==> src/rtl/motor_array.sv <==
// motor_array: N independent door-motor channels with edge-triggered start,
// stop mid-travel, dead-time reversal and travel time-out fault.
// Optional obstruction reversal is compiled in with `define MOTOR_OBSTRUCT_EN.
module motor_array #(
    parameter int N          = 1,
    parameter int TIMER_W    = 16,
    parameter int TRAVEL_MAX = 1000,
    parameter int DEAD_W     = 4,
    parameter int DEAD_CYC   = 4
) (
    input  logic         clk,
    input  logic         rst,
    input  logic [N-1:0] activate,
    input  logic [N-1:0] up_limit,
    input  logic [N-1:0] dn_limit,
`ifdef MOTOR_OBSTRUCT_EN
    input  logic [N-1:0] obstruct,
`endif
    input  logic [N-1:0] fault_clr,
    output logic [N-1:0] motor_up,
    output logic [N-1:0] motor_dn,
    output logic [N-1:0] busy,
    output logic [N-1:0] fault
);

    typedef enum logic [2:0] {
        REST   = 3'd0,
        MOV_DN = 3'd1,
        MOV_UP = 3'd2,
        PAUSE  = 3'd3,
        FAULT  = 3'd4
    } state_t;

    typedef enum logic {
        DIR_DN = 1'b0,
        DIR_UP = 1'b1
    } dir_t;

    localparam logic [TIMER_W-1:0] TRAVEL_LIM = TIMER_W'(TRAVEL_MAX);
    localparam logic [DEAD_W-1:0]  DEAD_LAST  = DEAD_W'(DEAD_CYC - 1);

    for (genvar g = 0; g < N; g++) begin : g_ch
        state_t             state, state_nxt;
        dir_t               last_dir, last_dir_nxt;
        dir_t               next_dir, next_dir_nxt;
        dir_t               rev_dir;
        logic               moved, moved_nxt;
        logic               act_q, act_edge, both_lim;
        logic [TIMER_W-1:0] timer, timer_nxt, timer_inc;
        logic [DEAD_W-1:0]  dead, dead_nxt;
        logic               up_q, dn_q, busy_q, fault_q;

        assign act_edge  = activate[g] & ~act_q;
        assign both_lim  = up_limit[g] & dn_limit[g];
        assign rev_dir   = (last_dir == DIR_DN) ? DIR_UP : DIR_DN;
        assign timer_inc = (timer == '1) ? timer : timer + 1'b1;

        // Next-state and register-update logic for one channel.
        // 'moved' separates the first start after reset (direct, no pause)
        // from a restart after the motor has actually been driven.
        // The time-out compares the incremented count so the motor runs
        // exactly TRAVEL_MAX cycles including the entry cycle.
        always_comb begin
            state_nxt    = state;
            last_dir_nxt = last_dir;
            next_dir_nxt = next_dir;
            moved_nxt    = moved;
            timer_nxt    = timer;
            dead_nxt     = dead;
            case (state)
                REST: begin
                    if (act_edge) begin
                        if (both_lim)          state_nxt = FAULT;
                        else if (up_limit[g])  state_nxt = MOV_DN;
                        else if (dn_limit[g])  state_nxt = MOV_UP;
                        else if (moved) begin
                            state_nxt    = PAUSE;
                            next_dir_nxt = rev_dir;
                        end else begin
                            state_nxt = (rev_dir == DIR_UP) ? MOV_UP : MOV_DN;
                        end
                    end
                end
                MOV_DN: begin
                    timer_nxt = timer_inc;
                    if (both_lim) begin
                        state_nxt = FAULT;
                    end else if (dn_limit[g]) begin
                        state_nxt    = REST;
                        last_dir_nxt = DIR_DN;
`ifdef MOTOR_OBSTRUCT_EN
                    end else if (obstruct[g]) begin
                        state_nxt    = PAUSE;
                        next_dir_nxt = DIR_UP;
                        last_dir_nxt = DIR_DN;
`endif
                    end else if (act_edge) begin
                        state_nxt    = REST;
                        last_dir_nxt = DIR_DN;
                    end else if (timer_inc == TRAVEL_LIM) begin
                        state_nxt = FAULT;
                    end
                end
                MOV_UP: begin
                    timer_nxt = timer_inc;
                    if (both_lim) begin
                        state_nxt = FAULT;
                    end else if (up_limit[g]) begin
                        state_nxt    = REST;
                        last_dir_nxt = DIR_UP;
                    end else if (act_edge) begin
                        state_nxt    = REST;
                        last_dir_nxt = DIR_UP;
                    end else if (timer_inc == TRAVEL_LIM) begin
                        state_nxt = FAULT;
                    end
                end
                PAUSE: begin
                    dead_nxt = dead + 1'b1;
                    if (act_edge) begin
                        state_nxt    = REST;
                        last_dir_nxt = (next_dir == DIR_UP) ? DIR_DN : DIR_UP;
                    end else if (dead == DEAD_LAST) begin
                        state_nxt = (next_dir == DIR_UP) ? MOV_UP : MOV_DN;
                    end
                end
                FAULT: begin
                    if (fault_clr[g]) state_nxt = REST;
                end
                default: state_nxt = REST;
            endcase

            if (state_nxt != state) begin
                if (state_nxt == MOV_UP || state_nxt == MOV_DN) begin
                    timer_nxt = '0;
                    moved_nxt = 1'b1;
                end
                if (state_nxt == PAUSE) dead_nxt = '0;
            end
        end

        // State, counters and outputs decoded from the next state.
        always_ff @(posedge clk or posedge rst) begin
            if (rst) begin
                state    <= REST;
                last_dir <= DIR_DN;
                next_dir <= DIR_DN;
                moved    <= 1'b0;
                act_q    <= 1'b0;
                timer    <= '0;
                dead     <= '0;
                up_q     <= 1'b0;
                dn_q     <= 1'b0;
                busy_q   <= 1'b0;
                fault_q  <= 1'b0;
            end else begin
                state    <= state_nxt;
                last_dir <= last_dir_nxt;
                next_dir <= next_dir_nxt;
                moved    <= moved_nxt;
                act_q    <= activate[g];
                timer    <= timer_nxt;
                dead     <= dead_nxt;
                up_q     <= (state_nxt == MOV_UP);
                dn_q     <= (state_nxt == MOV_DN);
                busy_q   <= (state_nxt == MOV_UP) || (state_nxt == MOV_DN) ||
                            (state_nxt == PAUSE);
                fault_q  <= (state_nxt == FAULT);
            end
        end

        assign motor_up[g] = up_q;
        assign motor_dn[g] = dn_q;
        assign busy[g]     = busy_q;
        assign fault[g]    = fault_q;
    end

endmodule

==> config.mk <==
export PLATFORM = sky130hd
export DESIGN_NAME = motor_array
export DESIGN_NICKNAME = d
export VERILOG_FILES = /design/src/rtl/motor_array.sv
export SDC_FILE = /design/constraint.sdc
export NUM_CORES = 1
export LEC_CHECK = 0
export CAP_MARGIN = 0
export CORE_ASPECT_RATIO = 0.9
export CORE_MARGIN = 1.5
export CORE_UTILIZATION = 35
export CTS_CLUSTER_DIAMETER = 150
export DETAILED_ROUTE_END_ITERATION = 8
export PLACE_DENSITY_LB_ADDON = 0.05
export SLEW_MARGIN = 20
export SYNTH_ARGS = -nofsm -noshare
export SYNTH_HDL_FRONTEND = slang
export SYNTH_SLANG_ARGS = --single-unit
==> constraint.sdc <==
create_clock -name clk -period 3.3 [get_ports clk]
set_clock_uncertainty 0.1 [all_clocks]
set_input_delay 0.66 -clock clk [delete_from_list [all_inputs] [get_ports clk]]
set_output_delay 0.66 -clock clk [all_outputs]
set_load 0.05 [all_outputs]
==> results by stage, run 1 <==
Run status:
- The run finished with clean final reports.

Global routing:
- In the global route stage, met1 resource usage came out at 0.269.
- The met3 usage in global routing is 0.0442.
- The total global routing track utilization is 0.181.
- The leftover overflow at the end of global routing is 0.
- The fraction of met2 tracks used by global routing is 0.246.
- The initial antenna violation count was 0.
- The number of global-route vias before repair came to 1808.
- The global-route wire length before repair is 9.35 mm.
- In this run the most used layer during global routing was met1.
- Entering global routing, the biggest net connects 18 pins.

Synthesis:
- The average footprint of a synthesized cell is about 9 µm².
- The biggest area contributor in the post-synthesis netlist is dfrtp_1.
- The post-synthesis sequential element count is 31.
- Summing every instance area after synthesis gives 2230 µm².
- In the post-synthesis netlist, the biggest area contributors are dfrtp_1, nor2_1, a21oi_1.
- The share of synthesized registers carrying an async set or reset is 1.00.
- By count the netlist is led by dfrtp_1, nor2_1, a21oi_1.
- During synthesis, Yosys emitted a total of 0 warnings.
- By instance count, the leading cell after synthesis is dfrtp_1.
- The sequential fraction of the synthesis area is 0.348.
- The number of flops mapped to enable cells by yosys is 0.
- The synthesized netlist cell count is 244.
- The number of nets handed over by synthesis was 252.
- The area share of the largest cell type after synthesis is 0.348.
- The count of distinct cell types in the synthesized netlist is 54.
- The most used flip-flop cell after synthesis is dfrtp_1.

CTS:
- The clock sink total is 31.
- The source-to-sink clock delay at the later pin of the worst-skew pair is roughly 300 ps.
- TritonCTS built the clock tree.
- The total of hold buffers inserted after clock tree synthesis is 0.
- The number of buffers inserted during clock tree synthesis is 5.
- The clock-pin transition on the worst setup and hold timing paths is around 70 ps.
- Once the clock tree was built, the setup fixing pass inserted 0 buffers.
- The number of H-tree branching levels is 2.
- The post-cts gate resize count is 0.
- The maximum number of buffers from clock root to sink is 2.
- The tree is rooted in a clkbuf_8.

Timing:
- The clock period could shrink to ~3100 ps.
- The accumulated negative setup slack is 0 ps.
- Setup repair after global routing left no endpoint under its margin.
- The number of setup violations in the final report is 0.
- At the pin with the least slew margin, the transition time is around 570 ps.
- The final-layout worst hold slack is around 420 ps.
- Dividing the final minimum period by the clock period gives 0.942.
- The hold violation total from the final report is 0.
- The fmax is around 320 MHz.
- The number of pins with negative max-slew slack in the final report is 0.
- In this run the tightest slew margin relative to its limit is 0.618.

Routing:
- Across all layers, the routed design uses between 1500 and 2000 vias.
- The total wire length after detailed routing is ~5.5 mm.
- The post-route DRC violation count is 0.
- The post-detailed-route wirelength per cell is 15.5 µm.
- The number of nets with antenna violations after routing is 0.
- The length of the first detailed-routing pass in iterations is 4.
- The average vias per placed instance is between 5 and 6.
- For this block, the initial DRC count from the detailed router was around 140.

Cells and area:
- The synthesis-to-finish area growth is 17.6%.
- The number of antenna diodes in the final layout is 0.
- In the final layout, the share of cells above drive strength 1 is 0.198.
- After filler insertion, the fill cell instance count of the layout stands at around 640.
- The number of nets at the end of the flow is 275.

Die:
- The count of standard-cell rows is 27.
- The total area inside the core boundary comes to approximately 6000 µm².
- The floorplan die area is 6850 µm².
- For this configuration, the core starts out at a cell density of 0.362.
- 10 I/O pins were placed.
- The die is just under 90 µm wide.
- From bottom edge to top edge, the die measures 78.7 µm.

Setup path:
- The largest driver fanout on the critical path is 17.
- The kind of critical path is flip-flop to flip-flop.
- Data on the critical path arrives at its endpoint at between 3000 and 4000 ps.
- The highest-delay cell along the critical path is nor4_4.
- For flop-to-flop paths, the worst setup slack is roughly 190 ps.
- For the worst setup path, the data required time is between 3000 and 4000 ps.
- The critical path capture point type is a flip-flop.
- The cell family contributing the most delay on the critical path is compound AO/OA/AOI/OAI gates.
- The worst register-to-register path has a depth of 9.
- The reg-to-reg startpoint is g_ch[0].timer[6].
- Traced cell by cell, the critical path runs through nand4_2 -> nor4_4 -> o21ai_0 -> a221oi_2 -> nand4_4 -> a31oi_4 -> xor2_4 -> buf_12 -> a211oi_1.
- On the worst path, the slowest cell contributes a delay of 500 ps.
- STA classifies the critical path startpoint as a flip-flop.
- The capturing point of the worst reg2reg path is g_ch[0].timer[13].
- The buffer and inverter count on the worst path is 1.

Placement:
- Once detailed placement completed, the half-perimeter wirelength came to between 3 and 4 mm.
- The number of buffer cells added on primary ports is 9.
- The weighted congestion reported at the end of routability-driven placement is roughly 0.83.

Worst hold path:
- The destination of the worst hold path is g_ch[0].moved.
- Along the worst hold path, the cell count comes to 1.
- The worst hold path begins at g_ch[0].moved.
- In this run the worst hold path is classified as flip-flop to flip-flop.

Flow run:
- The reported max-cap violation count is 0.

Power and ir drop:
- The static leakage power is slightly above 1 nW.
- The maximum resistive drop on vdd is 0.273 mV.
- In this run the power density over the cells is 495 nW/µm².
## registers in the layout, indices dropped and copies added, names as in the netlist
register       cells
busy               1
g_ch.act_q         1
g_ch.state         3
g_ch.dead          4
fault              1
motor_dn           1
g_ch.next_dir      1
motor_up           1
g_ch.timer        16
g_ch.moved         1
g_ch.last_dir      1
## final cells by class
cell class / count / area [µm²] / share of cell area
clock inverters: 3 / 20.0 / 0.00764
clock buffers: 5 / 68.8 / 0.0263
inverters: 12 / 45.0 / 0.0172
flip-flops and latches: 31 / 776 / 0.296
well taps: 87 / 109 / 0.0416
multi-input cells: 187 / 1340 / 0.512
repair buffers: 30 / 260 / 0.0994
## metal layers
| layer | share of wire | vias to the layer above | wire (µm) |
|---|---|---|---|
| li1 | - | 939 | - |
| met1 | 0.54 | 897 | 2940 |
| met2 | 0.40 | 41 | 2200 |
| met3 | 0.043 | 10 | 237 |
| met4 | 0.019 | 0 | 104 |
| met5 | 0 | - | 0 |
## through the flow
stage / total power [mW] / setup WS [ps] / utilization / area, µm² / cells
CTS: 1.31 / 107 / 0.424 / 2610 / 355
floorplan: 0.841 / 262 / - / 2230 / 244
finish: 1.30 / 191 / 0.426 / 2620 / 355
global route: 1.38 / 54.4 / 0.426 / 2620 / 355
detailed placement: 0.988 / 155 / 0.409 / 2520 / 347
global placement: 1.00 / 242 / 0.409 / 2520 / 347
## cells by family (layout without fill, tap and decap cells)
family / count (synthesis) / count (layout) / synth area share
AOI/OAI and AO/OA: 60 / 60 / 0.211
adders and majority gates: 2 / 2 / 0.0112
xor gates and xnor gates: 16 / 16 / 0.0713
buffers and inverters: 26 / 50 / 0.0562
and+or+nand+nor: 101 / 101 / 0.265
DFF: 31 / 31 / 0.348
muxes: 8 / 8 / 0.0371
## where the power goes
group          switching [mW]  leakage, nW  internal [mW]
sequential             0.0637        0.405          0.450
clock                   0.161       0.0402          0.147
combinational           0.285        0.589          0.191
total                   0.510         1.03          0.787
## worst register-to-register path: stages, from the launching register on
cell	delay, ps
dfrtp_1	480
nand4_2	290
nor4_4	510
o21ai_0	160
a221oi_2	320
nand4_4	220
a31oi_4	410
xor2_4	130
buf_12	180
a211oi_1	220
## worst max-delay path by stage
stage / startpoint / endpoint / depth (start not counted)
detailed placement: g_ch[0].timer[1] / g_ch[0].next_dir / 9
CTS: g_ch[0].timer[1] / g_ch[0].next_dir / 9
global route: g_ch[0].timer[6] / g_ch[0].timer[13] / 9
finish: g_ch[0].timer[6] / g_ch[0].timer[13] / 9
global placement: g_ch[0].timer[14] / g_ch[0].next_dir / 8
floorplan: g_ch[0].timer[0] / g_ch[0].next_dir / 9
## cell usage in the layout (no fill, tap or decap), types with 7 or more instances in the layout
master,n
dfrtp_1,31
nor2_1,25
buf_4,20
a21oi_1,18
nand2_1,16
inv_1,12
xnor2_1,10
a21oi_2,10
clkdlybuf4s50_1,9
nand4_1,7
nand3_1,7
nor4_1,7
nor3_1,7
Power figures use the tool's default switching activity.
==> run 2, diff against run 1 <==
CAP_MARGIN = 15   (was 0)
GPL_ROUTABILITY_DRIVEN = 0   (was not set)
SLEW_MARGIN = 40   (was 20)
==> results of run 2 <==
The final DEF is identical to that of run 1; final timing and power are the same.
